$ cat src/rtl/rew_phase_sequencer.sv
// rtl/rew_phase_sequencer.sv - REW access-phase sequencer with programmable RO:RW ratio.
// Optional REW_SEQ_STATS_EN adds saturating RO/RW access completion counters.
module rew_phase_sequencer #(
  parameter int RW_R_CHUNK = 8,
  parameter int RW_W_CHUNK = 8,
  parameter int RO_R_CHUNK = 4,
  parameter int RO_W_CHUNK = 4,
  parameter int EW         = 8,
  parameter int E_DEFAULT  = 5,
  localparam int MAX_RW    = (RW_R_CHUNK > RW_W_CHUNK) ? RW_R_CHUNK : RW_W_CHUNK,
  localparam int MAX_RO    = (RO_R_CHUNK > RO_W_CHUNK) ? RO_R_CHUNK : RO_W_CHUNK,
  localparam int MAX_CHUNK = (MAX_RW > MAX_RO) ? MAX_RW : MAX_RO,
  localparam int CW        = ($clog2(MAX_CHUNK) < 1) ? 1 : $clog2(MAX_CHUNK)
) (
  input  logic          Clock,
  input  logic          Reset,
  input  logic          Start,
  input  logic          Halt,
  input  logic          CfgValid,
  input  logic [EW-1:0] CfgE,
  input  logic          Transfer,
  output logic [CW-1:0] ChunkCtr,
  output logic          ROAccess,
  output logic          RWAccess,
  output logic          Read,
  output logic          Writeback,
  output logic          Idle,
  output logic          PhaseDone,
  output logic          AccessDone,
  output logic [EW-1:0] ROCount
`ifdef REW_SEQ_STATS_EN
  ,
  output logic [31:0]   RWAccessCount,
  output logic [31:0]   ROAccessCount
`endif
);

  typedef enum logic [2:0] {S_IDLE, S_RO_R, S_RO_W, S_RW_R, S_RW_W} state_t;

  state_t        r_state, w_state_nxt;
  logic [CW-1:0] r_ctr, w_ctr_nxt, w_last_idx;
  logic [EW-1:0] r_e, w_e_nxt, r_rocount, w_rocount_nxt, w_e_start;
  logic [EW:0]   w_ro_inc;
  logic          w_last, w_access_done;

  always_comb begin
    w_last_idx = '0;
    case (r_state)
      S_RO_R:  w_last_idx = CW'(RO_R_CHUNK - 1);
      S_RO_W:  w_last_idx = CW'(RO_W_CHUNK - 1);
      S_RW_R:  w_last_idx = CW'(RW_R_CHUNK - 1);
      S_RW_W:  w_last_idx = CW'(RW_W_CHUNK - 1);
      default: w_last_idx = '0;
    endcase
  end

  assign w_last        = (r_state != S_IDLE) && Transfer && (r_ctr == w_last_idx);
  assign w_access_done = w_last && ((r_state == S_RO_W) || (r_state == S_RW_W));
  // EW+1 bits so ROCount+1 cannot wrap when E is at its maximum
  assign w_ro_inc      = {1'b0, r_rocount} + {{EW{1'b0}}, 1'b1};
  assign w_e_start     = CfgValid ? CfgE : r_e;

  always_comb begin
    w_state_nxt   = r_state;
    w_ctr_nxt     = r_ctr;
    w_e_nxt       = r_e;
    w_rocount_nxt = r_rocount;
    case (r_state)
      S_IDLE: begin
        if (CfgValid) w_e_nxt = CfgE;
        if (Start) begin
          // An RW access is owed when E is zero or a halt left the RO quota met
          if ((w_e_start != '0) && (r_rocount < w_e_start)) begin
            w_state_nxt = S_RO_R;
          end else begin
            w_state_nxt   = S_RW_R;
            w_rocount_nxt = '0;
          end
        end
      end
      S_RO_R: if (w_last) w_state_nxt = S_RO_W;
      S_RW_R: if (w_last) w_state_nxt = S_RW_W;
      S_RO_W: begin
        if (w_last) begin
          if (w_ro_inc >= {1'b0, r_e}) begin
            w_state_nxt   = S_RW_R;
            w_rocount_nxt = '0;
          end else begin
            w_state_nxt   = S_RO_R;
            w_rocount_nxt = w_ro_inc[EW-1:0];
          end
        end
      end
      S_RW_W: begin
        if (w_last) begin
          w_state_nxt   = (r_e == '0) ? S_RW_R : S_RO_R;
          w_rocount_nxt = '0;
        end
      end
      default: w_state_nxt = S_IDLE;
    endcase
    if ((r_state != S_IDLE) && Transfer) w_ctr_nxt = w_last ? '0 : r_ctr + 1'b1;
    if (w_access_done && Halt) w_state_nxt = S_IDLE;
  end

  always_ff @(posedge Clock) begin
    if (Reset) begin
      r_state   <= S_IDLE;
      r_ctr     <= '0;
      r_e       <= EW'(E_DEFAULT);
      r_rocount <= '0;
    end else begin
      r_state   <= w_state_nxt;
      r_ctr     <= w_ctr_nxt;
      r_e       <= w_e_nxt;
      r_rocount <= w_rocount_nxt;
    end
  end

  // Phase flags are forced to their idle values while Reset is held
  assign ChunkCtr   = r_ctr;
  assign ROCount    = r_rocount;
  assign Idle       = Reset || (r_state == S_IDLE);
  assign ROAccess   = !Reset && ((r_state == S_RO_R) || (r_state == S_RO_W));
  assign RWAccess   = !Reset && ((r_state == S_RW_R) || (r_state == S_RW_W));
  assign Read       = !Reset && ((r_state == S_RO_R) || (r_state == S_RW_R));
  assign Writeback  = !Reset && ((r_state == S_RO_W) || (r_state == S_RW_W));
  assign PhaseDone  = !Reset && w_last;
  assign AccessDone = !Reset && w_access_done;

`ifdef REW_SEQ_STATS_EN
  logic [31:0] r_rw_acc_cnt, r_ro_acc_cnt;

  always_ff @(posedge Clock) begin
    if (Reset) begin
      r_rw_acc_cnt <= '0;
      r_ro_acc_cnt <= '0;
    end else if (w_access_done) begin
      if ((r_state == S_RW_W) && (r_rw_acc_cnt != '1)) r_rw_acc_cnt <= r_rw_acc_cnt + 32'd1;
      if ((r_state == S_RO_W) && (r_ro_acc_cnt != '1)) r_ro_acc_cnt <= r_ro_acc_cnt + 32'd1;
    end
  end

  assign RWAccessCount = r_rw_acc_cnt;
  assign ROAccessCount = r_ro_acc_cnt;
`endif

endmodule

$ cat config.mk
export PLATFORM = sky130hd
export DESIGN_NAME = rew_phase_sequencer
export DESIGN_NICKNAME = d
export VERILOG_FILES = /design/src/rtl/rew_phase_sequencer.sv
export SDC_FILE = /design/constraint.sdc
export NUM_CORES = 1
export LEC_CHECK = 0
export BUFFER_PORTS_ARGS = -buffer_cell sky130_fd_sc_hd__buf_2
export CORE_UTILIZATION = 34
export CTS_BUF_LIST = sky130_fd_sc_hd__clkbuf_16
export DETAILED_ROUTE_END_ITERATION = 10
export GPL_TIMING_DRIVEN = 0
export PLACE_DENSITY = 0.52
export RECOVER_POWER = 100
export SKIP_LAST_GASP = 1
export SYNTH_ARGS = -nofsm -noshare
export SYNTH_HDL_FRONTEND = slang
export SYNTH_SLANG_ARGS = --single-unit
export TNS_END_PERCENT = 30
$ cat constraint.sdc
create_clock -name Clock -period 6.55 [get_ports Clock]
set_input_delay 0 -clock Clock [delete_from_list [all_inputs] [get_ports Clock]]
set_output_delay 0 -clock Clock [all_outputs]
set_load 0.02 [all_outputs]
* Word-level counts from Yosys, hierarchy flattened
Cells that the tools add are included.
** Storage, ports and cells
- Register bits after elaboration :: 22
- Input port bits :: 14
- Output and inout bits :: 18
- Logic and storage cells :: 64
** Cells by class
- Add/sub/neg operators :: 2
- Order comparisons :: 2
- Eq/ne operators :: 11
- Mux-type cells :: 18
- Reductions and logical operators :: 27
** Operator list (count)
- $mux 8 :: 6
- $pmux 8 s3 :: 1
- $mux 3 :: 6
- $pmux 3 s5 :: 1
- $ne 2x2->1 const B :: 6
- $logic_and 1x1->1 :: 11
- $reduce_and 5->1 :: 2
- $add 8x1->9 const B :: 1
- $ge 9x8->1 :: 1
- $logic_not 8->1 :: 1
- $lt 8x8->1 :: 1
- $reduce_bool 8->1 :: 1
- $eq 3x2->1 const B :: 2
- $mux 2 :: 3
- $pmux 3 s2 :: 1
- $reduce_bool 3->1 :: 2
- $reduce_or 2->1 :: 3
- $logic_or 1x1->1 :: 5
- $add 3x1->3 const B :: 1
- $eq 3x1->1 const B :: 1
- $eq 3x3->1 :: 1
- $eq 3x3->1 const B :: 1
- $logic_not 3->1 :: 1
- $logic_not 1->1 :: 1

* Longest topological paths before layout
Gate-level depths: netlist of the first run.
- Depth in word-level cells :: 8
- Depth in mapped cells :: 12
- Mapped depth without buffers :: 11

* Worst setup path after synthesis of the first run
OpenSTA, ideal clock, no wires.
- Kind :: flip-flop to flip-flop
- Start :: register r_rocount[0], in the netlist ROCount[0]
- End :: register r_rocount[3], in the netlist ROCount[3]
- Setup time :: 0.091 ns
- Data arrival time :: 2.810 ns
- Required time :: 6.459 ns
- Setup slack :: 3.649 ns
- Cell stages (with the launch flop) :: 13
- Buffers on the path :: 1
- Clock period less this slack :: 2.901 ns
- Cells stage by stage :: dfxtp_1 > ha_1 > and4_1 > nand2_1 > xnor2_1 > ha_1 > and3_1 > a22oi_1 > nand3_1 > a21oi_1 > clkbuf_1 > a31oi_1 > a311oi_1
** On the way
- Cells in the longest elaborated chain, start to end :: 5
** RTL lines
- start, declared :: RTL line 42 : logic [EW-1:0] r_e, w_e_nxt, r_rocount, w_rocount_nxt, w_e_start;
- start signal, assigned :: RTL line 116 : r_rocount <= w_rocount_nxt;
- $add 8x1->9 :: RTL line 60 : assign w_ro_inc = {1'b0, r_rocount} + {{EW{1'b0}}, 1'b1};
- $ge 9x8->1 :: RTL line 85 : if (w_ro_inc >= {1'b0, r_e}) begin
- $mux 8 :: RTL line 85
- $mux 8 :: RTL line 84 : if (w_last) begin
- $pmux 8 s3 :: RTL line 68 : case (r_state)
Several ways; a longest one is shown, not always the timed one. The select of a mux whose other input is x is not followed.
A chain may end at the register's enable or synchronous reset.

* Worst setup path in the final report of the first run
Ends and elaborated chain as after synthesis.

==> metrics.txt, run 1 <==
outcome finished, final reports clean; final-report setup violation count 0; die area between 5000 and 6000 µm²; vias per inst 5.47; Final Util 41.2%; Final TNS setup 0 ns; Port Buf Inserts 31; CP bufs+invs 1; post-DR wirelength/cell 15.3 µm; total track usage about a fifth; Top Ports 32; Initial DRT Pass Iterations 5; Syn Inst Count roughly 230; Starting Density 35.7%; Yosys reg bits 22; CP peak stage delay between 0.4 and 0.5 ns; final slew viol count 0; sequential share of power 38.7%; Max Fclk ~310 MHz; Net Sw Power 0.000136 W; CTS resizes 0; PD cells between 150 and 200 nW/µm²; initial antenna violation count 0; Die Ht 75.4 µm; dpl hpwl approximately 3900 µm; Via Count 1810; FP Rows 26; Syn Std Cell Area 1830 µm²; vias in the first global route 1671; post-synthesis sequential area ratio 24.0%; post-CTS setup buffer count 0; clock-pin transition on the worst setup and hold timing paths ~0.06 ns; CTS Buffer Depth 2; Num CTS Buffers 3; ys async rst share 0%; Die Width 75.4 µm; largest net degree at the start of global routing 13; Layout Nets 293; Placement Setup Slack 3.34 ns; Primary FF master, synth dfxtp_1; Post-CTS Hold Buffers 0; Crit path top cell by count ha_1; slew margin rel. 47.6%; Hold Path Class input pin to flop; clock tree sinks 22; root cell of the clock tree clkbuf_16; final worst path period need 3.26 ns; worst-skew pair later-pin latency 0.26 ns; Clk network pwr share 32.7%; CP Class flop to flop; crit-path leading delay family compound AO/OA/AOI/OAI gates; Placer Congestion about 0.83; syn_nets 257; Core Region 5140 µm²; diode count 0; worst-path fanout max 10; WP data required around 6.7 ns; Max Cap Viol 0; Overflow after GRT 0; Int Pwr ~0.00027 W; initial DRC count 112; final hold vios 0; Worst Setup End Kind flop; Least-Margin Pin Slew 0.779 ns; Post-synth EDFFs 0; Design Power 0.000406 W; Ys Warns 0; Arr. time, crit path 3.43 ns; Critical Path Start Type flop; leakage power total 0.891 nW; VDD IR-drop max 0.103 mV; # DRC 0; CTS tree built; RSZ-0062 raised after global routing no; Final Skew 0.00235 ns; Comb power frac 28.6%; Final ANT Viol Nets 0; cells along the critical path ha_1 -> and4_1 -> nand2_1 -> xnor2_1 -> ha_1 -> and3_1 -> a22oi_1 -> nand3_1 -> a21oi_1 -> clkbuf_1 -> a31oi_1 -> a311oi_1; crit path max-delay cell type dfxtp_1; Layout area overhead 15.6%; H-tree levels 1; share of cells above drive strength 1 11.1%; crit share post-route 49.8%; first-pass GRT wire length 8000 µm; total wire length 5080 µm; Syn Area/Cell about 8.1 µm²; synth unique cells 53; Setup WS post-layout 3.29 ns; switching share of power about a third
[path summary, 6_finish.rpt]
check / startpoint / slack [ns] / to / depth (start not counted)
max: ROCount[0]$_SDFFE_PP0P_ / 3.29 / ROCount[3]$_SDFFE_PP0P_ / 12
min: CfgE[0] / 0.03 / r_e[0]$_SDFFE_PP1P_ / 3
max reg2reg: ROCount[0]$_SDFFE_PP0P_ / 3.29 / ROCount[3]$_SDFFE_PP0P_ / 12
min reg2reg: r_e[2]$_SDFFE_PP1P_ / 0.53 / r_e[2]$_SDFFE_PP1P_ / 2
[cells in the mapped netlist, types with 6 or more instances]
cell | n | area, µm²
ha_1 | 17 | 213
clkbuf_1 | 6 | 22.5
a211oi_1 | 7 | 52.6
mux2i_1 | 8 | 80.1
a21oi_1 | 15 | 75.1
nand3_1 | 12 | 60.1
nor4_1 | 6 | 37.5
nor2_1 | 17 | 63.8
nand2_1 | 15 | 56.3
o21ai_0 | 8 | 40.0
a21o_1 | 6 | 45.0
dfxtp_1 | 22 | 440
inv_1 | 15 | 56.3
[layout by cell type (no fill, tap or decap), types with 2 or more instances in the layout]
| master | n |
|---|---|
| a211o_2 | 2 |
| a211oi_1 | 7 |
| a21boi_0 | 2 |
| a21o_1 | 6 |
| a21oi_1 | 15 |
| a22oi_1 | 2 |
| a311oi_1 | 2 |
| a31oi_1 | 3 |
| a32o_1 | 3 |
| a41oi_1 | 2 |
| and3_1 | 5 |
| and4_1 | 2 |
| buf_2 | 17 |
| clkbuf_1 | 24 |
| clkbuf_16 | 3 |
| dfxtp_1 | 22 |
| ha_1 | 17 |
| inv_1 | 15 |
| mux2i_1 | 8 |
| nand2_1 | 15 |
| nand2b_1 | 5 |
| nand3_1 | 12 |
| nor2_1 | 17 |
| nor3_1 | 5 |
| nor4_1 | 6 |
| o21ai_0 | 8 |
| o221ai_2 | 2 |
| o31ai_1 | 2 |
| or4b_1 | 2 |
| xnor2_1 | 5 |
| xor2_1 | 2 |
[power groups by stage]
stage	logic, W	clock network, W	registers, W
6_report	0.000116	0.000133	0.000157
3_5_place_dp	0.000117	0	0.000160
4_1_cts	0.000117	0.000136	0.000157
5_1_grt	0.000131	0.000142	0.000159
3_3_place_gp	0.000116	0	0.000160
2_1_floorplan	0.0000849	0	0.000157
[sequential cells by signal, summed over array words and instances, names as in the netlist]
| signal | count |
|---|---|
| ChunkCtr | 3 |
| r_e | 8 |
| r_state | 3 |
| ROCount | 8 |
[cell families (layout without fill, tap and decap cells)]
group           Yosys count  in the layout  synth area share, %
compound gates           63             63                 25.3
xor+xnor                  7              7                 3.34
fa+ha+maj                17             17                 11.6
buf+inv                  26             61                 5.80
flops                    22             22                 24.0
mux                       8              8                 4.37
simple gates             83             83                 25.5
[worst register-to-register path, delay by kind of cell (launching register included)]
kind	cells	cell delay, ns
compound gates	4	0.85
simple gates	4	0.71
xor+xnor	1	0.16
fa+ha+maj	2	0.60
flops	1	0.47
buf+inv	1	0.38
[through the flow]
stage,instance area [µm²],cells,hold WS [ns]
after global routing,2120,331,0.0602
after CTS,2150,331,0.0333
after detailed placement,2080,327,0.298
after global placement,2080,327,0.288
final,2120,331,0.0314
after floorplan,1830,226,0.150
[layer usage]
layer | GRT usage, % | vias to the layer above | wire (µm)
li1 | - | 925 | -
met1 | 24.7 | 833 | 2410
met2 | 31.5 | 45 | 2360
met3 | 2.65 | 7 | 227
met4 | 5.97 | 0 | 85
met5 | 0 | - | 0
[final cells by class]
cell class	count	area (µm²)
repair buffers	31	134
flip-flops and latches	22	440
fillers	576	3020
plain buffers	11	48.8
well taps	70	87.6
inverters	15	56.3
clock buffers	3	75.1
clock inverters	1	3.75
multi-input cells	178	1270
Power figures use the tool's default switching activity.
==> run 2, diff against run 1 <==
--- a/config.mk
+++ b/config.mk
@@ -5,12 +5,13 @@
 export SDC_FILE = /design/constraint.sdc
 export NUM_CORES = 1
 export LEC_CHECK = 0
+export ABC_AREA = 1
 export BUFFER_PORTS_ARGS = -buffer_cell sky130_fd_sc_hd__buf_2
 export CORE_UTILIZATION = 34
 export CTS_BUF_LIST = sky130_fd_sc_hd__clkbuf_16
 export DETAILED_ROUTE_END_ITERATION = 10
 export GPL_TIMING_DRIVEN = 0
-export PLACE_DENSITY = 0.52
+export PLACE_DENSITY = 0.54
 export RECOVER_POWER = 100
 export SKIP_LAST_GASP = 1
 export SYNTH_ARGS = -nofsm -noshare
==> constraint.sdc (replaced) <==
create_clock -name Clock -period 2.85 [get_ports Clock]
set_input_delay 0 -clock Clock [delete_from_list [all_inputs] [get_ports Clock]]
set_output_delay 0 -clock Clock [all_outputs]
set_load 0.02 [all_outputs]
==> metrics.txt, run 2 <==
outcome finished, final reports clean; Comb power frac 55.5% (+27 points); CTS Buffer Depth 2 (unchanged); Top Ports 32 (unchanged); Via Count 1781 (-1.6%); Primary FF master, synth dfxtp_1; # DRC 0 (unchanged); hold depth 4 (+1); syn_nets 316 (+23%); Initial DRT Pass Iterations 4 (-1); Post-synth EDFFs 0 (unchanged); post-DR wirelength/cell 11.6 µm (-25%); Placer Congestion 0.860 (+3.8%); area of placed instances 2030 µm² (-2.4%); design area 2110 µm² (-0.35%); final slew viol count 0 (unchanged); Starting Density 35.2% (-0.43 points); total wire length 4500 µm (-11%); smallest hold slack 0.0900 ns (+0.0586 ns); Syn Area/Cell 6.27 µm² (-23%); Layout area overhead 18.1%; fin cells 389 (+18%); ys async rst share 0% (unchanged); Clk network pwr share 19.5% (-13 points); top post-synthesis cells by area dfxtp_1 25%, nand2_1 14%, ha_1 12%, nor2_1 8.6%, inv_1 8.4%; vias in the first global route 1535 (-8.1%); CP bufs+invs 1 (unchanged); RSZ-0062 raised after global routing no; Syn Inst Count 285 (+26%); Int Pwr 0.00108 W (+300%); clock tree sinks 22 (unchanged); Arr. time, crit path 2.77 ns (-0.66 ns); CP peak stage delay 0.42 ns (-0.05 ns); Die Ht 74.5 µm (-1.2%); root cell of the clock tree clkbuf_16; cells along the critical path ha_1 -> nand2_1 -> nor3_1 -> xor2_1 -> ha_1 -> a21o_1 -> nand3_1 -> nand2_1 -> nor2_1 -> nand3_1 -> nor2_4 -> inv_2 -> nor2_1 -> nor2_1 -> nor2_1; Yosys reg bits 22 (unchanged); Reg area 442 µm² (+0.28%); Hold EP ChunkCtr[1]$_SDFFE_PP0P_; VDD IR-drop max 0.327 mV (+220%); multi-input logic area 1150 µm² (-9.2%); crit path max-delay cell type dfxtp_1; Die Width 74.5 µm (-1.2%); Post-CTS Hold Buffers 0 (unchanged); H-tree levels 1 (unchanged); HP Start Transfer; sequential share of power 25.0% (-14 points); first-pass GRT wire length 7390 µm (-7.7%); Least-Margin Pin Slew 0.609 ns (-0.170 ns); Net Sw Power 0.000982 W (+620%); die area 5550 µm² (-2.4%); Critical Path Start Type flop; Port Buf Inserts 30 (-3.2%); Num CTS Buffers 3 (unchanged); worst-path fanout max 5 (-5); final hold vios 0 (unchanged); Syn Std Cell Area 1790 µm² (-2.5%); Final Skew 0.00318 ns (+0.000832 ns); largest net degree at the start of global routing 14 (+1); Final TNS setup 0 ns (unchanged); worst-skew pair later-pin latency 0.26 ns (about the same); Overflow after GRT 0 (unchanged); crit share post-route 90.4% (+41 points); reg2reg start ROCount[1]$_SDFFE_PP0P_; diode count 0 (unchanged); post-CTS setup buffer count 0 (unchanged); initial DRC count 97 (-13%); FP Rows 26 (unchanged); reg-to-reg endpoint ROCount[0]$_SDFFE_PP0P_; cell taking the most area after synthesis dfxtp_1; leakage power total 1.07 nW (+20%); commonest non-fill, non-tap cell in the layout nand2_1; initial antenna violation count 0 (unchanged); clock-pin transition on the worst setup and hold timing paths 0.06 ns (about the same); Hold Path Class input pin to flop; final worst path period need 2.58 ns (-0.682 ns); Core Region 5070 µm² (-1.3%); most frequent cells in the layout 69 x nand2_1, 42 x inv_1, 42 x nor2_1; Worst Setup End Kind flop; PD cells 978 nW/µm² (+410%); WP data required 3.04 ns (-3.68 ns); final-report setup violation count 0 (unchanged); dpl hpwl 3680 µm (-5.7%); slew margin rel. 59.2% (+12 points); CTS tree built; Layout Nets 351 (+20%); Ys Warns 0 (unchanged); reg2reg setup slack 0.27 ns (-3.02 ns); post-synthesis sequential area ratio 24.6% (+0.61 points); total track usage 17.6% (-1.1 points); vias per inst 4.58 (-16%); Crit path top cell by count nor2_1; switching share of power 47.6% (+14 points); synth unique cells 29 (-45%); CTS resizes 0 (unchanged); Synth top area share 24.6% (+0.61 points); Post-synth top cells 67 x nand2_1, 41 x nor2_1, 40 x inv_1; Max Fclk 388 MHz (+26%); share of cells above drive strength 1 11.6% (+0.49 points); crit-path leading delay family simple AND/OR/NAND/NOR gates; Max Cap Viol 0 (unchanged); fillers 585 (+1.6%); most common cell in the netlist nand2_1; Placed Instances 385 (+18%); Final ANT Viol Nets 0 (unchanged); CP Class flop to flop; Reg2Reg Depth 15 (+3)
## run 2: cell types whose count changed after synthesis, moves of 6 or more
cell	delta
mux2i_1	-8
a21oi_1	+8
nor2_1	+24
o21ai_0	+10
nand2_1	+52
inv_1	+25
a211oi_1	-6
## run 2: stage by stage
stage	total power, W	setup WS [ns]	utilization [%]
2_1_floorplan	0.00140	0.452	-
3_3_place_gp	0.00168	0.0979	39.9
3_5_place_dp	0.00169	0.157	39.9
4_1_cts	0.00210	0.136	42.0
5_1_grt	0.00229	0.0236	41.6
6_report	0.00206	0.273	41.6
## run 2: cell type report
class	instances	share of cell area (%)
Clock inverter	1	1.42
Tap cell	70	4.15
Clock buffer	3	3.56
Multi-Input combinational cell	214	54.7
Timing Repair Buffer	30	6.34
Inverter	44	7.82
Sequential cell	22	20.9
Buffer	5	1.07
## run 2: kinds of logic after synthesis
logic type      after synthesis  synth area share, %
simple gates                141                 34.4
compound gates               49                 15.1
buf+inv                      49                 10.5
flops                        22                 24.6
fa+ha+maj                    17                 11.9
xor+xnor                      7                 3.43
## run 2: worst max path at each step
| stage | cells past startpoint | to | start | slack, ns |
|---|---|---|---|---|
| 6_report | 15 | ROCount[0]$_SDFFE_PP0P_ | ROCount[1]$_SDFFE_PP0P_ | 0.27 |
| 3_3_place_gp | 15 | ROCount[0]$_SDFFE_PP0P_ | ROCount[0]$_SDFFE_PP0P_ | 0.1 |
| 4_1_cts | 15 | ROCount[0]$_SDFFE_PP0P_ | ROCount[0]$_SDFFE_PP0P_ | 0.14 |
| 2_1_floorplan | 15 | ROCount[0]$_SDFFE_PP0P_ | ROCount[0]$_SDFFE_PP0P_ | 0.45 |
| 3_5_place_dp | 15 | ROCount[0]$_SDFFE_PP0P_ | ROCount[0]$_SDFFE_PP0P_ | 0.16 |
| 5_1_grt | 15 | ROCount[6]$_SDFFE_PP0P_ | ROCount[1]$_SDFFE_PP0P_ | 0.02 |
## run 2: layer usage
layer / GRT usage (%) / up-vias / share of wire (%) / wire length, µm
li1: - / 979 / - / -
met1: 27.7 / 768 / 56 / 2510
met2: 25.0 / 32 / 41 / 1840
met3: 2.44 / 2 / 2.9 / 131
met4: 3.77 / 0 / 0.60 / 27
met5: 0 / - / 0 / 0
## run 2: worst reg2reg max path: cells and delay by family (launching register included)
kind | cells | cell delay, ns
and+or+nand+nor | 10 | 1.10
adders and majority gates | 2 | 0.51
DFF | 1 | 0.42
xor gates and xnor gates | 1 | 0.23
AOI/OAI and AO/OA | 1 | 0.19
buffers and inverters | 1 | 0.08
## run 2: power by group through the flow
stage,logic [W],registers (W),clock network [W]
6_report,0.00115,0.000516,0.000403
5_1_grt,0.00133,0.000533,0.000431
3_5_place_dp,0.00116,0.000521,0
2_1_floorplan,0.000870,0.000532,0
4_1_cts,0.00117,0.000516,0.000410
3_3_place_gp,0.00116,0.000523,0
==> run 3, diff against run 2 <==
--- a/config.mk
+++ b/config.mk
@@ -7,6 +7,7 @@
 export LEC_CHECK = 0
 export ABC_AREA = 1
 export BUFFER_PORTS_ARGS = -buffer_cell sky130_fd_sc_hd__buf_2
+export CORE_ASPECT_RATIO = 0.8
 export CORE_UTILIZATION = 34
 export CTS_BUF_LIST = sky130_fd_sc_hd__clkbuf_16
 export DETAILED_ROUTE_END_ITERATION = 10
==> metrics.txt, run 3 (synthesis results as in run 2) <==
outcome finished, final reports clean; Hold Path Class input pin to flop; post-CTS setup buffer count 0 (unchanged); Initial DRT Pass Iterations 4 (unchanged); Port Buf Inserts 30 (unchanged); crit share post-route 89.6% (-0.78 points); Worst Setup End Kind flop; final hold vios 0 (unchanged); initial antenna violation count 0 (unchanged); leakage power total 1.04 nW (-2.6%); Max Cap Viol 0 (unchanged); worst-skew pair later-pin latency 0.26 ns (about the same); multi-input logic area 1150 µm² (-0.65%); commonest non-fill, non-tap cell in the layout nand2_1; Layout area overhead 15.3%; Die Width 83.1 µm (+11%); vias in the first global route 1516 (-1.2%); Comb power frac 58.4% (+2.9 points); VDD IR-drop max 0.311 mV (-4.8%); Die Ht 66.9 µm (-10%); Final Skew 0.00625 ns (+0.00307 ns); most frequent cells in the layout 69 x nand2_1, 42 x nor2_1, 41 x inv_1; CTS Buffer Depth 2 (unchanged); worst-path fanout max 5 (unchanged); Placement Setup Slack 0.208 ns (+0.0509 ns); RSZ-0062 raised after global routing no; reg2reg setup slack 0.30 ns (+0.02 ns); Clk network pwr share 15.5% (-4.0 points); Post-CTS Hold Buffers 0 (unchanged); Least-Margin Pin Slew 0.552 ns (-0.0576 ns); share of cells above drive strength 1 10.4% (-1.2 points); Design Power 0.00198 W (-4.2%); fillers 553 (-5.5%); total track usage 17.6% (-0.052 points); # DRC 0 (unchanged); first-pass GRT wire length 7530 µm (+2.0%); Max Fclk 391 MHz (+0.87%); Final TNS setup 0 ns (unchanged); Via Count 1791 (+0.56%); Starting Density 35.5% (+0.27 points); Arr. time, crit path 2.75 ns (-0.02 ns); vias per inst 4.71 (+2.9%); Setup WS post-layout 0.295 ns (+0.0223 ns); PD cells 960 nW/µm² (-1.9%); Critical Path Start Type flop; WP data required 3.04 ns (about the same); largest net degree at the start of global routing 12 (-2); Int Pwr 0.000989 W (-8.7%); Num CTS Buffers 3 (unchanged); Top Ports 32 (unchanged); area of placed instances 2020 µm² (-0.49%); final slew viol count 0 (unchanged); Layout Nets 351 (unchanged); Net Sw Power 0.000989 W (+0.73%); clock tree sinks 22 (unchanged); CTS resizes 0 (unchanged); dpl hpwl 3690 µm (+0.46%); root cell of the clock tree clkbuf_16; total wire length 4680 µm (+4.0%); H-tree levels 1 (unchanged); initial DRC count 76 (-22%); Placer Congestion 0.839 (-2.5%); diode count 0 (unchanged); design area 2060 µm² (-2.4%); CP Class flop to flop; Reg area 442 µm² (unchanged); FP Rows 23 (-12%); post-DR wirelength/cell 12.3 µm (+6.5%); Final Util 40.9% (-0.67 points); Overflow after GRT 0 (unchanged); slew margin rel. 63.1% (+3.9 points); die area 5550 µm² (about the same); switching share of power 50.0% (+2.5 points); final worst path period need 2.55 ns (-0.0223 ns); Final ANT Viol Nets 0 (unchanged); CTS tree built; sequential share of power 26.1% (+1.1 points); clock-pin transition on the worst setup and hold timing paths 0.06 ns (about the same); final-report setup violation count 0 (unchanged); Core Region 5040 µm² (-0.76%)
-- run 3: worst paths after layout --
path	startpoint	end	cells after the start
setup reg to reg	ROCount[1]$_SDFFE_PP0P_	ROCount[0]$_SDFFE_PP0P_	15
hold reg to reg	r_state[1]$_SDFFE_PP0P_	r_state[1]$_SDFFE_PP0P_	2
hold / removal	Transfer	ChunkCtr[1]$_SDFFE_PP0P_	4
setup / recovery	ROCount[1]$_SDFFE_PP0P_	ROCount[0]$_SDFFE_PP0P_	15
-- run 3: critical path, cell delays in order (launching register included) --
cell and delay [ns]:
dfxtp_1 0.41, ha_1 0.21, nand2_1 0.10, nor2_1 0.21
xor2_1 0.22, ha_1 0.30, a21o_1 0.19, nor2_1 0.10
nor2_1 0.05, nor2_1 0.07, nand3_1 0.15, nor2_4 0.19
inv_2 0.08, nor2_1 0.09, nor2_1 0.04, nor2_1 0.08
-- run 3: per-layer routing --
| layer | vias up | track usage (%) | share of wire [%] |
|---|---|---|---|
| met3 | 4 | 3.72 | 5.2 |
| met5 | - | 0 | 0 |
| met1 | 772 | 26.3 | 56 |
| met4 | 0 | 4.74 | 0.90 |
| met2 | 42 | 24.9 | 38 |
| li1 | 973 | - | - |
-- run 3: area by class of cell --
cell class	count	area share, %
inverter	44	8.01
tap	62	3.76
buffer	5	1.09
clock buffer	3	3.64
multi-input combinational	214	55.7
sequential	22	21.4
timing repair buffer	30	6.38
-- run 3: power by group through the flow --
stage | combinational [W] | clock [W] | sequential (W)
after floorplan | 0.000870 | 0 | 0.000532
after global placement | 0.00116 | 0 | 0.000521
after detailed placement | 0.00117 | 0 | 0.000521
after CTS | 0.00117 | 0.000317 | 0.000516
after global routing | 0.00133 | 0.000330 | 0.000533
final | 0.00116 | 0.000307 | 0.000515
-- run 3: stage by stage --
step                hold WS, ns  cells
floorplan                 0.219    285
global placement          0.346    377
detailed placement        0.364    377
CTS                      0.0935    380
global route              0.107    380
finish                   0.0918    380
